File: config.mk
export PLATFORM = sky130hd
export DESIGN_NAME = conv_feeder
export DESIGN_NICKNAME = d
export VERILOG_FILES = /design/src/rtl/conv_feeder.sv
export SDC_FILE = /design/constraint.sdc
export NUM_CORES = 1
export LEC_CHECK = 0
export ABC_AREA = 1
export BUFFER_PORTS_ARGS = -buffer_cell sky130_fd_sc_hd__clkbuf_2
export CAP_MARGIN = 20
export CORE_ASPECT_RATIO = 1.25
export CORE_MARGIN = 1.5
export CORE_UTILIZATION = 30
export DETAILED_ROUTE_END_ITERATION = 8
export HOLD_SLACK_MARGIN = 0.02
export RECOVER_POWER = 25
export SLEW_MARGIN = 20
export SYNTH_ARGS = -nofsm -noshare
export SYNTH_HDL_FRONTEND = slang
export SYNTH_SLANG_ARGS = --single-unit
File: constraint.sdc
create_clock -name clk -period 2 [get_ports clk]
set_input_delay 0.3 -clock clk [delete_from_list [all_inputs] [get_ports clk]]
set_output_delay 0.3 -clock clk [all_outputs]
set_load 0.05 [all_outputs]
File: src/rtl/conv_feeder.sv
`default_nettype none
// ============================================================================
// Module   : conv_feeder
// Purpose  : Sequences one convolution job into a conv unit. It loads
//            KERNEL_NUM weight words, then one bias word, then pix_num pixels,
//            and raises conv_valid on the cycles where the conv unit output
//            holds a complete kernel result.
// Options  : CONV_FEEDER_WEIGHT_REUSE_EN adds the reuse_w input. When reuse_w
//            is 1 the job keeps the loaded weights and bias and streams
//            pixels only.
// Revision : 1.0 - initial release
// ============================================================================
module conv_feeder #(
  parameter int KERNEL_NUM = 25,
  parameter int DW         = 16,
  parameter int CONV_LAT   = 2
) (
  input  logic          clk,
  input  logic          rst_n,
  input  logic          start,
  input  logic [15:0]   pix_num,
`ifdef CONV_FEEDER_WEIGHT_REUSE_EN
  input  logic          reuse_w,
`endif
  input  logic [DW-1:0] s_data,
  input  logic          s_valid,
  output logic          s_ready,
  output logic [DW-1:0] conv_in,
  output logic          w_valid,
  output logic          b_valid,
  output logic          i_valid,
  output logic          conv_valid,
  output logic          busy,
  output logic          done
);

  typedef enum logic [2:0] {
    ST_IDLE   = 3'd0,
    ST_LOAD_W = 3'd1,
    ST_LOAD_B = 3'd2,
    ST_STREAM = 3'd3,
    ST_DRAIN  = 3'd4,
    ST_DONE   = 3'd5
  } state_t;

  state_t                state_q;
  logic [15:0]           pix_num_q;
  logic [15:0]           w_cnt_q;
  logic [15:0]           pix_cnt_q;
  logic [7:0]            drain_cnt_q;
  logic                  busy_q;
  logic                  done_q;
  logic [DW-1:0]         conv_in_q;
  logic                  w_valid_q;
  logic                  b_valid_q;
  logic                  i_valid_q;
  logic                  tag_q;
  logic [CONV_LAT-1:0]   sr_q;
  logic                  beat;
  logic                  reuse_sel;

`ifdef CONV_FEEDER_WEIGHT_REUSE_EN
  assign reuse_sel = reuse_w;
`else
  assign reuse_sel = 1'b0;
`endif

  // Source is accepted only while a load or stream phase is active.
  always_comb begin
    s_ready = (state_q == ST_LOAD_W) || (state_q == ST_LOAD_B) ||
              (state_q == ST_STREAM);
  end

  assign beat = s_valid && s_ready;

  // Job sequencing: phase transitions, beat counters, busy/done flags.
  always_ff @(posedge clk or negedge rst_n) begin
    if (!rst_n) begin
      state_q     <= ST_IDLE;
      pix_num_q   <= 16'd0;
      w_cnt_q     <= 16'd0;
      pix_cnt_q   <= 16'd0;
      drain_cnt_q <= 8'd0;
      busy_q      <= 1'b0;
      done_q      <= 1'b0;
    end else begin
      case (state_q)
        ST_IDLE: begin
          done_q <= 1'b0;
          if (start) begin
            pix_num_q   <= pix_num;
            w_cnt_q     <= 16'd0;
            pix_cnt_q   <= 16'd0;
            drain_cnt_q <= 8'd0;
            busy_q      <= 1'b1;
            if (reuse_sel) begin
              state_q <= (pix_num == 16'd0) ? ST_DRAIN : ST_STREAM;
            end else begin
              state_q <= ST_LOAD_W;
            end
          end
        end
        ST_LOAD_W: begin
          if (beat) begin
            if (w_cnt_q == 16'(KERNEL_NUM - 1)) begin
              w_cnt_q <= 16'd0;
              state_q <= ST_LOAD_B;
            end else begin
              w_cnt_q <= w_cnt_q + 16'd1;
            end
          end
        end
        ST_LOAD_B: begin
          if (beat) begin
            state_q <= (pix_num_q == 16'd0) ? ST_DRAIN : ST_STREAM;
          end
        end
        ST_STREAM: begin
          if (beat) begin
            if (pix_cnt_q == pix_num_q - 16'd1) begin
              pix_cnt_q <= 16'd0;
              state_q   <= ST_DRAIN;
            end else begin
              pix_cnt_q <= pix_cnt_q + 16'd1;
            end
          end
        end
        ST_DRAIN: begin
          // The first DRAIN cycle is the last i_valid cycle, so waiting
          // CONV_LAT further cycles lets the final conv_valid land before done.
          if (drain_cnt_q == 8'(CONV_LAT)) begin
            drain_cnt_q <= 8'd0;
            done_q      <= 1'b1;
            state_q     <= ST_DONE;
          end else begin
            drain_cnt_q <= drain_cnt_q + 8'd1;
          end
        end
        ST_DONE: begin
          done_q  <= 1'b0;
          busy_q  <= 1'b0;
          state_q <= ST_IDLE;
        end
        default: begin
          state_q <= ST_IDLE;
        end
      endcase
    end
  end

  // Register the accepted word and its qualifier; pixel beats that complete
  // a kernel window are tagged for conv_valid.
  always_ff @(posedge clk or negedge rst_n) begin
    if (!rst_n) begin
      conv_in_q <= '0;
      w_valid_q <= 1'b0;
      b_valid_q <= 1'b0;
      i_valid_q <= 1'b0;
      tag_q     <= 1'b0;
    end else begin
      if (beat) begin
        conv_in_q <= s_data;
      end
      w_valid_q <= beat && (state_q == ST_LOAD_W);
      b_valid_q <= beat && (state_q == ST_LOAD_B);
      i_valid_q <= beat && (state_q == ST_STREAM);
      tag_q     <= beat && (state_q == ST_STREAM) &&
                   (pix_cnt_q >= 16'(KERNEL_NUM - 1));
    end
  end

  // Delay the window tag by the conv unit latency.
  always_ff @(posedge clk or negedge rst_n) begin
    if (!rst_n) begin
      sr_q <= '0;
    end else begin
      sr_q[0] <= tag_q;
      for (int k = 1; k < CONV_LAT; k++) begin
        sr_q[k] <= sr_q[k-1];
      end
    end
  end

  assign conv_in    = conv_in_q;
  assign w_valid    = w_valid_q;
  assign b_valid    = b_valid_q;
  assign i_valid    = i_valid_q;
  assign conv_valid = sr_q[CONV_LAT-1];
  assign busy       = busy_q;
  assign done       = done_q;

endmodule
`default_nettype wire

==> results.md <==
## Finish
- Post-Route Utilization: 39.6%
- antenna diode instance count: 0
- number of nets in the layout: 700
- layout overhead on the synthesized area: 27.6%
- share of final-layout standard cells stronger than drive strength 1: 27.2%

## Synthesis
- most frequently used flop master after synthesis: sky130_fd_sc_hd__dfrtp_1
- top cell types by occurrence after synthesis: sky130_fd_sc_hd__nand2_1, sky130_fd_sc_hd__dfrtp_1, sky130_fd_sc_hd__inv_1
- area share of the largest cell type after synthesis: 46.1%
- number of different library cells in the post-synthesis netlist: 30
- number of instances in the synthesized netlist: 555
- FFs w/ async S/R, synth: 100%
- flip-flop and latch count after synthesis: 83
- library cell occupying the most area in the post-synthesis netlist: sky130_fd_sc_hd__dfrtp_1
- most frequent cell after synthesis: sky130_fd_sc_hd__nand2_1
- post-synthesis net count: 599
- number of warnings printed during yosys synthesis: 0
- portion of the post-synthesis area used by sequential elements: 46.1%
- Area contributors post-synth: sky130_fd_sc_hd__dfrtp_1, sky130_fd_sc_hd__nand2_1, sky130_fd_sc_hd__inv_1
- number of flops mapped to enable cells by yosys: 0
- mean instance size in the synthesized netlist: 8.12 µm²
- cell area after synthesis: 0.00451 mm²

## Placed design
- last weighted congestion value of the routability-driven placer: 0.844
- port bufs: 58
- Final HPWL DP: 7.88 mm

## Drt
- Via-to-Cell Ratio: 4.60
- DR WL/cell: 12.6 µm
- 1st-iter DRT viols: 130
- drt pass-1 iters: 4
- via count: 3856
- final wirelength: 10.6 mm
- remaining number of nets flagged by the antenna check after routing: 0
- residual DRC count: 0

## Worst setup path
- crit path max fanout: 8
- Reg-to-Reg Start: pix_num_q[0]
- cell with the largest stage delay on the worst path: sky130_fd_sc_hd__dfrtp_1
- Crit Path Category: flop to flop
- critical path data required time: 2.23 ns
- Data arrival, critical path: 2.13 ns
- slack of the worst reg-to-reg path: 0.10 ns
- launching element of the worst setup path: pix_num_q[0]
- element type at the critical path start: flop
- top cell family by delay on the critical path: simple AND/OR/NAND/NOR gates
- biggest cell delay along the critical path: 0.39 ns
- list of cells traversed by the critical path: inv_2 -> buf_6 -> nand2_4 -> nor2_2 -> xor2_1 -> nand2_1 -> nor3_2 -> nand2_2 -> nand2_4 -> clkbuf_16 -> o22ai_1
- type of element capturing the critical path: flop
- number of buffers and inverters on the critical path: 3
- cell repeated most along the worst path: sky130_fd_sc_hd__nand2_4

## Timing
- worst max-slew margin expressed relative to the limit: 32.6%
- time the worst path needs with I/O delays and setup: 1.90 ns
- Final Hold Fails: 0
- unrepaired setup endpoints after global routing: true
- Highest Clock Rate: 0.527 GHz
- worst hold margin: 0.148 ns
- period utilisation layout: 94.9%
- Worst Max-Slew Pin Slew: 1.01 ns
- # setup viols final: 0
- Max Transition Viols Final: 0
- setup clock skew after layout: 0.00693 ns

## CTS
- TritonCTS clock tree: yes
- clock tree root buffer cell: sky130_fd_sc_hd__clkbuf_16
- clk buf depth: 2
- Clk pin slew, worst setup/hold paths: 0.06 ns
- CTS buffer count: 9
- clk sinks: 83
- H-tree depth reported by CTS: 3
- insertion delay of the later-clocked pin in the worst-skew pair: 0.35 ns

## Power
- worst ir drop on vdd: 477 µV
- Leakage: 2.76 nW
- total chip power: 8.20 mW
- power density normalized to cell area: 1430 mW/mm²

## Global routing
- number of antenna violations at the first check in global routing: 1
- global-route track usage on met2: 25.5%
- Tot GR Track Use: 14.3%
- first-pass GRT wire length: 17.9 mm
- met3 usage: 2.77%
- global routing's busiest layer: met2
- GR Util met1: 16.4%
- vias in the first global route: 3810
- total congestion overflow: 0
- largest net degree at the start of global routing: 39

## Job
- maxcap violations: 0

## Die
- core outline area: 0.0145 mm²
- full die area: 0.0158 mm²
- io pins: 59
- die span in y: 140 µm
- Initial Utilization: 31.0%
- row cnt: 49
- die width: 113 µm

## Hold path
- path type of the worst min-delay path: input pin to flop
- worst hold start: pix_num[12]

## Outcome
- status: complete, no violations

[metrics by stage]
stage | std cells | cell area (µm²) | setup TNS [ns] | worst slack, ns
2_1_floorplan | 555 | 4510 | 0 | 0.0540
3_3_place_gp | 812 | 5230 | 0 | 0.0684
3_5_place_dp | 812 | 5230 | 0 | 0.0193
4_1_cts | 829 | 5550 | 0 | 0.000762
5_1_grt | 839 | 5750 | -0.548 | -0.0450
6_report | 839 | 5750 | 0 | 0.102
[repair_timing]
item / in CTS / in global routing
gates resized for setup: 0 / 43
endpoints found under the setup margin: 0 / 23
hold buffers: 1 / 0
endpoints found under the hold margin: 35 / 0
setup buffers: 0 / 9
[cells in the final DEF, fill, tap and decap left out, drive strengths merged]
master / instances
a211oi: 1
a21boi: 2
a21o: 1
a21oi: 25
a31oi: 2
buf: 41
bufinv: 1
clkbuf: 70
clkinv: 1
clkinvlp: 1
dfrtp: 83
dlygate4sd3: 1
ha: 8
inv: 76
mux2: 16
nand2: 134
nand3: 28
nand3b: 4
nand4: 9
nor2: 63
nor3: 19
nor4: 5
o21ai: 26
o22ai: 11
xnor2: 9
xor2: 24
[kinds of logic (layout without fill, tap and decap cells)]
kind of cell | Yosys count | count (layout) | synth area share [%]
compound gates | 68 | 68 | 8.13
xor+xnor | 33 | 33 | 6.41
fa+ha+maj | 8 | 8 | 2.22
buf+inv | 85 | 191 | 7.41
flops | 83 | 83 | 46.1
mux | 16 | 16 | 4.00
simple gates | 262 | 262 | 25.7
[metal layers]
| metal | vias to the layer above | wire length (µm) | part of all wire, % |
|---|---|---|---|
| met1 | 1806 | 4510 | 43 |
| li1 | 1987 | - | - |
| met3 | 20 | 294 | 2.8 |
| met2 | 41 | 5510 | 52 |
| met5 | - | 12 | 0.11 |
| met4 | 2 | 271 | 2.6 |
[final timing paths]
kind                                 end  cells after the start
max in group asynchronous        i_valid                      3
min in group asynchronous     w_cnt_q[7]                      2
setup reg to reg            pix_cnt_q[1]                     11
setup / recovery            pix_cnt_q[1]                     11
hold reg to reg                  sr_q[1]                      0
hold / removal             pix_num_q[12]                      3
[worst register-to-register path, delay by kind of cell, from the launching register on]
family                 cells  cell delay, ns
AND/OR/NAND/NOR            6            0.76
flip-flops                 1            0.39
buffers and inverters      3            0.38
XOR/XNOR                   1            0.19
AO/OA/AOI/OAI              1            0.06
[registers in the layout, summed over array words and instances (netlist names), 2 cells and up]
signal       cells
drain_cnt_q      8
conv_in         16
pix_num_q       16
pix_cnt_q       16
w_cnt_q         16
state_q          3
sr_q             2
[cell type report]
class                           instances  area (µm²)
Clock buffer                           10         239
Clock inverter                          6        71.3
Fill cell                            1498        8780
Inverter                               73         274
Multi-Input combinational cell        387        2200
Sequential cell                        83        2090
Tap cell                              178         223
Timing Repair Buffer                  102         653
[report_power, final]
group	switching, mW	internal, mW
Sequential	0.408	2.11
Combinational	2.49	1.46
Clock	0.711	1.02
No activity file was read; power rests on OpenSTA's default activity.
